## src/rtl/seven_seg_scan_driver_pkg.sv

```systemverilog
// seven_seg_scan_driver_pkg: display geometry, hex glyphs and the leading-digit finder
package seven_seg_scan_driver_pkg;
  localparam int NUM_DIGITS = 8;
  localparam int NIBBLE_W = 4;
  localparam logic [6:0] SEG_0 = 7'h40;
  localparam logic [6:0] SEG_1 = 7'h79;
  localparam logic [6:0] SEG_2 = 7'h24;
  localparam logic [6:0] SEG_3 = 7'h30;
  localparam logic [6:0] SEG_4 = 7'h19;
  localparam logic [6:0] SEG_5 = 7'h12;
  localparam logic [6:0] SEG_6 = 7'h02;
  localparam logic [6:0] SEG_7 = 7'h78;
  localparam logic [6:0] SEG_8 = 7'h00;
  localparam logic [6:0] SEG_9 = 7'h10;
  localparam logic [6:0] SEG_A = 7'h08;
  localparam logic [6:0] SEG_B = 7'h03;
  localparam logic [6:0] SEG_C = 7'h46;
  localparam logic [6:0] SEG_D = 7'h21;
  localparam logic [6:0] SEG_E = 7'h06;
  localparam logic [6:0] SEG_F = 7'h0E;
  localparam logic [6:0] SEG_BLANK = 7'h7F;
  function automatic logic [2:0] msd_of(input logic [31:0] w);
    logic [2:0] m;
    m = '0;
    for (int k = 1; k < NUM_DIGITS; k++)
      if (w[NIBBLE_W*k +: NIBBLE_W] != '0) m = 3'(k);
    return m;
  endfunction
endpackage

```

## src/rtl/seven_seg_scan_driver_if.sv

```systemverilog
// seven_seg_scan_driver_if: valid/ready word handshake between producer and display driver
interface seven_seg_scan_driver_if;
  logic [31:0] data_in;
  logic data_valid;
  logic data_ready;
  modport master (output data_in, data_valid, input data_ready);
  modport slave (input data_in, data_valid, output data_ready);
endinterface

```

## src/rtl/seven_seg_scan_driver_hex.sv

```systemverilog
// hex_to_seven_seg: combinational nibble to active-low {g,f,e,d,c,b,a} glyph
module hex_to_seven_seg
  import seven_seg_scan_driver_pkg::*;
(
  input  logic [3:0] nib,
  output logic [6:0] seg
);
  localparam logic [6:0] GLYPH [16] = '{SEG_0, SEG_1, SEG_2, SEG_3, SEG_4, SEG_5, SEG_6, SEG_7,
                                       SEG_8, SEG_9, SEG_A, SEG_B, SEG_C, SEG_D, SEG_E, SEG_F};
  // table lookup of the glyph
  always_comb seg = GLYPH[nib];
endmodule

```

## src/rtl/seven_seg_scan_driver.sv

```systemverilog
// seven_seg_scan_driver: frame-synchronous 8-digit multiplexed hex display driver
module seven_seg_scan_driver
  import seven_seg_scan_driver_pkg::*;
#(
  parameter int REFRESH_DIV = 50000,
  parameter logic [6:0] BLANK_CODE = 7'h7F
) (
  input  logic clk,
  input  logic reset,
  seven_seg_scan_driver_if.slave bus,
  input  logic blank_lz,
  output logic [6:0] segment,
  output logic [7:0] digit,
  output logic frame_done
);
  localparam int PW = $clog2(REFRESH_DIV);
  localparam logic [PW-1:0] LAST = PW'(REFRESH_DIV - 1);
  logic [PW-1:0] presc_q, presc_d;
  logic [2:0] idx_q, idx_d;
  logic [31:0] pend_q, pend_d, shadow_q, shadow_d;
  logic pend_full_q, pend_full_d, ready_q, ready_d;
  logic [6:0] segment_q, segment_d, glyph;
  logic [7:0] digit_q, digit_d;
  logic frame_done_q, frame_done_d;
  logic tick, wrap, xfer, take, blanked;
  hex_to_seven_seg u_hex (.nib(shadow_q[{idx_q, 2'b00} +: NIBBLE_W]), .seg(glyph));
  // next state: the shadow only swaps on the wrap tick, so a frame never mixes two words
  always_comb begin
    tick = presc_q == LAST;
    wrap = tick && idx_q == 3'(NUM_DIGITS - 1);
    xfer = bus.data_valid && ready_q;
    take = wrap && pend_full_q;
    blanked = blank_lz && idx_q > msd_of(shadow_q);
    presc_d = tick ? '0 : presc_q + 1'b1;
    idx_d = tick ? idx_q + 3'd1 : idx_q;
    pend_d = xfer ? bus.data_in : pend_q;
    pend_full_d = xfer || (pend_full_q && !take);
    shadow_d = take ? pend_q : shadow_q;
    ready_d = !pend_full_d;
    digit_d = blanked ? 8'hFF : ~(8'b1 << idx_q);
    segment_d = blanked ? BLANK_CODE : glyph;
    frame_done_d = wrap;
  end
  // state and registered outputs, synchronous reset
  always_ff @(posedge clk) begin
    if (reset) begin
      presc_q <= '0;
      idx_q <= '0;
      pend_q <= '0;
      shadow_q <= '0;
      pend_full_q <= 1'b0;
      ready_q <= 1'b0;
      digit_q <= 8'hFF;
      segment_q <= BLANK_CODE;
      frame_done_q <= 1'b0;
    end else begin
      presc_q <= presc_d;
      idx_q <= idx_d;
      pend_q <= pend_d;
      shadow_q <= shadow_d;
      pend_full_q <= pend_full_d;
      ready_q <= ready_d;
      digit_q <= digit_d;
      segment_q <= segment_d;
      frame_done_q <= frame_done_d;
    end
  end
  assign bus.data_ready = ready_q;
  assign digit = digit_q;
  assign segment = segment_q;
  assign frame_done = frame_done_q;
endmodule

```

## src/flat_wrapper.sv

```systemverilog
// flat-port wrapper written by rule: the top's interface ports become plain ports
module seven_seg_scan_driver_flat import seven_seg_scan_driver_pkg::*;
#(
  parameter int REFRESH_DIV = 50000,
  parameter logic [6:0] BLANK_CODE = 7'h7F
)
  (clk, reset, blank_lz, segment, digit, frame_done, bus_data_in, bus_data_valid, bus_data_ready);
  seven_seg_scan_driver_if bus_i ();
  input  logic clk;
  input  logic reset;
  input  logic blank_lz;
  output logic [6:0] segment;
  output logic [7:0] digit;
  output logic frame_done;
  input wire logic [$bits(bus_i.data_in)-1:0] bus_data_in;
  input wire logic [$bits(bus_i.data_valid)-1:0] bus_data_valid;
  output wire logic [$bits(bus_i.data_ready)-1:0] bus_data_ready;
  assign bus_i.data_in = bus_data_in;
  assign bus_i.data_valid = bus_data_valid;
  assign bus_data_ready = bus_i.data_ready;
  seven_seg_scan_driver #(.REFRESH_DIV(REFRESH_DIV), .BLANK_CODE(BLANK_CODE)) u_core (.clk(clk), .reset(reset), .bus(bus_i), .blank_lz(blank_lz), .segment(segment), .digit(digit), .frame_done(frame_done));
endmodule
```

## config.mk

```make
export PLATFORM = sky130hd
export DESIGN_NAME = seven_seg_scan_driver_flat
export DESIGN_NICKNAME = d
export VERILOG_FILES = /design/src/rtl/seven_seg_scan_driver_pkg.sv /design/src/rtl/seven_seg_scan_driver_if.sv /design/src/rtl/seven_seg_scan_driver_hex.sv /design/src/rtl/seven_seg_scan_driver.sv /design/src/flat_wrapper.sv
export SDC_FILE = /design/constraint.sdc
export NUM_CORES = 1
export LEC_CHECK = 0
export ABC_AREA = 1
export CAP_MARGIN = 20
export CORE_ASPECT_RATIO = 1.2
export CORE_UTILIZATION = 58
export CTS_BUF_LIST = sky130_fd_sc_hd__clkbuf_8
export CTS_CLUSTER_SIZE = 30
export DETAILED_ROUTE_END_ITERATION = 8
export MAX_ROUTING_LAYER = met4
export PLACE_DENSITY = 0.83
export SYNTH_ARGS = -nofsm -noshare
export SYNTH_HDL_FRONTEND = slang
export SYNTH_SLANG_ARGS = --single-unit
```

## constraint.sdc

```tcl
create_clock -name clk -period 2.5 [get_ports clk]
set_input_delay 0.5 -clock clk [delete_from_list [all_inputs] [get_ports clk]]
set_output_delay 0.5 -clock clk [all_outputs]
set_load 0.05 [all_outputs]
```

==> results.json <==
{
  "ir_worst_vdd_mv": 0.4678,
  "ys_ff_latch": 101,
  "coreArea_um2": 7620,
  "tritoncts": "built",
  "avgSynthCellArea_um2": 7.110,
  "synth_adder_area_share": 0.04399,
  "seq_power_share": 0.530,
  "clkLatencyLatePin_ps": 370,
  "port_buffers": 52,
  "num_vias": 4224,
  "fin_cells": 776,
  "cts.path.max_buffers": 2,
  "grt_use_total": 0.2464,
  "grt_overflow": 0,
  "cp.arrival_ps": 2550,
  "finalSetupTns_ps": 0,
  "reg2reg_to": "u_core.segment[5]",
  "hold_end": "u_core.presc_q[0]",
  "critPathLaunchType": "flop",
  "internal_power_mw": 2.441,
  "synthArstFlopShare": 0,
  "crit_path_cell_trace": "inv_2 > nand2_1 > nand2_1 > nand2_1 > nand3_1 > o21ai_1 > inv_1 > ha_1 > nand3_1 > nand2_1 > nand2_1 > nand2_1",
  "post_cts_buffers": 0,
  "worstSetupPathType": "reg2reg",
  "synthMuxAreaShare": 0,
  "grt_pass1_vias": 3789,
  "syn_inst": 640,
  "synth-main-ff-cell": "dfxtp_1",
  "status": "completed",
  "finalHoldViolations": 0,
  "drive_above_1_share": 0.05409,
  "dpl.cell_count": 760,
  "drc_errors": 0,
  "p_comb_frac": 0.071,
  "synth_top_cells_by_count": "nand2_1 (140), nor2_1 (102), dfxtp_1 (101), nand3_1 (50), inv_1 (48)",
  "relSlewSlack": 0.5857,
  "path_max_fanout": 18,
  "fin_crit_sh": 0.9131,
  "pin_count": 53,
  "slowest_delay_ps": 610,
  "max-cap-violations": 0,
  "grt_setup_unrepaired": "false",
  "clock.fmax_mhz": 438.1,
  "nNetsFinal": 731,
  "synth_most_common_cell": "nand2_1",
  "drv_slew": 0,
  "drtIter0Drc": 223,
  "routedWlPerCell_um": 12.50,
  "antenna_found_initial": 0,
  "crit_buf_inv": 2,
  "synth_edf_count": 0,
  "synth-simple-area-share": 0.3324,
  "ant_nets": 0,
  "die_w_um": 82.86,
  "crit_path_end_kind": "flop",
  "yosys.area.top_type_share": 0.4443,
  "start_util": 0.5972,
  "die_y_um": 99.03,
  "critPathSlowestCell": "dfxtp_1",
  "rrSetupSlack_ps": 220,
  "synth_area_leaders": "dfxtp_1 (44%), nand2_1 (12%), nor2_1 (8.4%)",
  "synth-compound-area-share": 0.09321,
  "finalSetupViolCount": 0,
  "vias_per_cell": 5.443,
  "ys_seq_area_frac": 0.4443,
  "p_sw_mw": 0.7385,
  "pwr-share-clk": 0.399,
  "r2r_start": "u_core.idx_q[0]",
  "syn_area_um2": 4551,
  "dieArea_um2": 8206,
  "whs_path_depth": 1,
  "finalClockSkew_ps": 12.00,
  "grt_max_degree": 34,
  "synth_cell_types": 30,
  "grt_pass1_wl_um": 16190,
  "cts_sinks": 101,
  "yosys.area.top_type": "dfxtp_1",
  "area_growth_pct": 17.57,
  "insertedDiodeCount": 0,
  "hold_buffers": 0,
  "rows": 35,
  "crit_family": "flip-flops",
  "synth-xor-area-share": 0.003849,
  "numCtsBuffers": 9,
  "period_needed_ps": 2283,
  "synth_warnings": 0,
  "power.leakage_nw": 2.116,
  "cellPowerDensity_nw_per_um2": 594.3,
  "cpMostUsedCell": "nand2_1",
  "cts_root_buf": "clkbuf_8",
  "path_clk_slew_ps": 100,
  "max_slew.worst_pin.slew_ps": 620.7,
  "dp_hpwl_um": 6912,
  "finalWirelength_um": 9698,
  "p_sw_frac": 0.2323,
  "syn-num-nets": 692,
  "gp_congestion": 0.9552,
  "synth_top_family_by_area": "simple AND/OR/NAND/NOR gates",
  "reg2reg_depth": 12,
  "min_path_type": "reg2reg",
  "dr.pass1.iters": 5,
  "holdCritStartpoint": "u_core.presc_q[0]",
  "fin_total_pwr_mw": 3.179,
  "cts_max_level": 3,
  "required_ps": 2770,
  "post_cts_resized": 0
}
layout by cell type, fill, tap and decap left out, types with 2 or more instances in the layout:
master / count
nand2_1: 140
nor2_1: 102
dfxtp_1: 100
clkdlybuf4s50_1: 52
nand3_1: 50
inv_1: 48
a21oi_1: 45
nand4_1: 36
o21ai_0: 35
ha_1: 16
buf_4: 11
clkbuf_8: 9
inv_2: 5
nor3_1: 5
nor4_1: 4
nor3b_1: 4
bufinv_16: 3
o21ai_1: 2
inv_6: 2
routing by layer:
| layer | up-vias | part of all wire | global-route usage |
|---|---|---|---|
| met5 | - | 0 | - |
| met4 | 0 | 0.011 | 0.09151 |
| met3 | 14 | 0.039 | 0.04271 |
| met2 | 110 | 0.50 | 0.4161 |
| met1 | 1930 | 0.45 | 0.2943 |
| li1 | 2170 | - | - |
layout make-up:
type / instances / area, um2
clock buffers: 9 / 123.9
clock inverters: 7 / 127.6
fillers: 656 / 2270
inverters: 54 / 202.7
multi-input cells: 450 / 2155
flip-flops and latches: 101 / 2023
well taps: 92 / 115.1
repair buffers: 63 / 603.1
registers in the layout, indices dropped and copies added (netlist names):
register,flops
u_core.presc_q,16
u_core.segment,7
u_core.bus.data_ready,1
u_core.shadow_q,32
u_core.digit,8
u_core.idx_q,3
u_core.frame_done,1
u_core.pend_full_q,1
u_core.pend_q,32
power groups by stage:
stage | Clock [mW] | Sequential (mW) | Combinational [mW]
after global placement | 0 | 1.72 | 0.222
after detailed placement | 0 | 1.72 | 0.227
final | 1.27 | 1.68 | 0.227
after global routing | 1.35 | 1.69 | 0.251
after CTS | 1.28 | 1.69 | 0.227
after floorplan | 0 | 1.74 | 0.107
worst reg2reg max path: cells and delay by family, from the launching register on:
kind | cells | cell delay [ps]
flip-flops | 1 | 610
adder cells (fa/ha/maj) | 1 | 240
AO/OA/AOI/OAI | 1 | 290
buffers and inverters | 2 | 430
AND/OR/NAND/NOR | 8 | 600
worst max-delay path by stage:
| stage | from | end | slack (ps) | cells past startpoint |
|---|---|---|---|---|
| 2_1_floorplan | u_core.shadow_q[20] | u_core.segment[2] | 510 | 10 |
| 3_3_place_gp | u_core.idx_q[1] | u_core.segment[3] | 340 | 10 |
| 3_5_place_dp | u_core.idx_q[1] | u_core.segment[5] | 270 | 10 |
| 4_1_cts | u_core.idx_q[0] | u_core.segment[5] | 260 | 12 |
| 5_1_grt | u_core.shadow_q[28] | u_core.segment[5] | 4 | 10 |
| 6_report | u_core.idx_q[0] | u_core.segment[5] | 220 | 12 |
logic make-up (layout without fill, tap and decap cells):
group,count (synthesis),after routing
buf+inv,89,133
simple gates,348,348
compound gates,84,84
fa+ha+maj,16,16
flops,101,101
xor+xnor,2,2
metrics by stage:
stage	cell area (um2)	hold slack [ps]	utilization	setup slack, ps
after floorplan	4551	417.5	-	514.3
after global placement	5097	430.8	0.6690	338.7
after detailed placement	5097	439.9	0.6690	273.4
after CTS	5349	458.3	0.7020	258.2
after global routing	5350	476.4	0.7021	3.538
final	5350	454.8	0.7021	217.4
No activity file was read; power rests on OpenSTA's default activity.
==> variant, RTL diff (same settings) <==
Put one more register stage on the output `segment`, cleared by the reset. The value now appears one clock later. The other outputs are not delayed to match.
--- a/src/rtl/seven_seg_scan_driver.sv
+++ b/src/rtl/seven_seg_scan_driver.sv
@@ -67,7 +67,13 @@
   end
   assign bus.data_ready = ready_q;
   assign digit = digit_q;
-  assign segment = segment_q;
+  always_ff @(posedge clk) begin
+    if (reset) begin
+      segment <= '0;
+    end else begin
+      segment <= segment_q;
+    end
+  end
   assign frame_done = frame_done_q;
 endmodule
 
Function: changed (a bounded check fails within 4 cycles, from zero or initial values and one cycle with reset high).
==> variant against the original RTL <==
- the flow now finishes with violations (DRC)
- combinational power up 5%
- worst setup slack better by 190 ps
- synthesized area up 5.1%
- design area up 4.2%
- core utilization up 0.93 points
- sequential cell count up 7
- power up 2.4%
- clock skew down 2.1 ps
- synthesized cell count up 3.8%
- fmax up 9.1%
- routed wire length up 8.3%
- die area up 5.0%
- critical path type unchanged
- critical endpoint is now u_core.segment_q[6]$_SDFF_PP1_
- largest power group unchanged
==> variant: results (changes against the original RTL) <==
- NumNets Final: 756 (+3.4%)
- Final Wtd Congestion: 0.903 (-5.4%)
- The fill cell total of the finished layout came to 631 (-3.8%).
* Largest vdd supply drop: 0.000471 V (+0.59%)
- Met2 track utilization from global routing: 0.473 (+0.0573)
* Met3 layer usage reported by global route: 0.0399 (-0.00278)
- Switching part of the total: 0.230 (-0.00245)
- Post-place setup slack: 414 ps (+141 ps)
* Category of cells accounting for the largest share of critical-path delay: simple AND/OR/NAND/NOR gates
* Cells after Synth: 664 (+3.8%)
- The global-route usage over all layers was 0.268 (+0.0220).
- The remaining routing DRC violations was 4 (+4).
* Power Combinational: 0.000238 W (+5%)
- Final HPWL DP: 7690 µm (+11%)
* Commonest cells post-synth: sky130_fd_sc_hd__nand2_1 (141), sky130_fd_sc_hd__nor2_1 (111), sky130_fd_sc_hd__dfxtp_1 (108)
- Share of final-layout standard cells stronger than drive strength 1: 0.0522 (-0.00191)
* Complex-gate fraction of the synthesized area: 0.0939 (+0.000672)
- The worst slew margin relative to its limit came to 0.612 (+0.0266).
* Most area-consuming cells after synthesis: sky130_fd_sc_hd__dfxtp_1 (45%), sky130_fd_sc_hd__nand2_1 (11%), sky130_fd_sc_hd__nor2_1 (8.7%)
- The leakage power is 2.24 nW (+5.9%).
* Pin count of the biggest net entering global routing: 35 (+2.9%)
- Maximum fanout along the worst path: 12 (-6)
- Relative contribution of sequential cells to total power: 0.556 (+0.026)
- The net switching power of the design came to 0.000748 W (+1.3%).
* Post-synthesis cell type count: 29 (-3.3%)
- Xor/xnor cell area share of the yosys netlist: 0.00366 (-0.000188)
* Total Wirelength: 10500 µm (+8.3%)
* Violated checks: DRC
- Maximum clock skew at final layout: 9.92 ps (-2.08 ps)
- Vias in the first global route: 4173 (+10%)
- The synthesized net count is 716 (+3.5%).
* Adder-cell area share of the yosys netlist: 0.0418 (-0.00215)
- The global-route wire length before repair was 18100 µm (+12%).
- Run status: complete, but fails checks
* Number of placed instances, taps included: 785 (+3.3%)
* Data arrival, critical path: 2350 ps (-200 ps)
- Violation count after the first detailed-routing iteration: 335 (+50%)
- The vias per cell was 5.49 (+0.82%).
- Register area share after synthesis: 0.452 (+0.00756)
## variant: cell count changes after synthesis, sizes merged
cell	change
dfxtp	+7
o211ai	+2
clkbuf	+2
clkinv	-1
o21ai	+2
nor2	+9
nand3	-1
inv	+4
## variant: path summary, 6_finish.rpt
| check | slack [ps] | from | cells past startpoint | endpoint |
|---|---|---|---|---|
| max | 410 | u_core.shadow_q[16]$_SDFFE_PP0P_ | 10 | u_core.segment_q[6]$_SDFF_PP1_ |
| min | 410 | u_core.segment_q[4]$_SDFF_PP1_ | 2 | u_core.segment[4]$_SDFF_PP0_ |
| max reg2reg | 410 | u_core.shadow_q[16]$_SDFFE_PP0P_ | 10 | u_core.segment_q[6]$_SDFF_PP1_ |
| min reg2reg | 410 | u_core.segment_q[4]$_SDFF_PP1_ | 2 | u_core.segment[4]$_SDFF_PP0_ |
## variant: final cells by class
cell class / count / area, µm² / share of cell area
clock inverters: 5 / 82.6 / 0.0148
flip-flops and latches: 108 / 2160 / 0.388
clock buffers: 11 / 151 / 0.0271
well taps: 92 / 115 / 0.0206
repair buffers: 66 / 638 / 0.114
multi-input cells: 462 / 2210 / 0.397
inverters: 57 / 214 / 0.0384
## variant: worst min-delay path, cell delays in order, from the launching register on
cell and delay, ps:
sky130_fd_sc_hd__dfxtp_1 310, sky130_fd_sc_hd__inv_1 40, sky130_fd_sc_hd__nor2_1 30
## variant: kinds of logic after synthesis
group           Yosys count
flops                   108
buf+inv                  94
xor+xnor                  2
simple gates            356
fa+ha+maj                16
compound gates           88
## variant: metal layers
layer,wire [µm],share of wire,up-vias
met2,5280,0.50,106
met1,4530,0.43,2024
li1,-,-,2232
met3,338,0.032,34
met4,358,0.034,0
met5,0,0,-
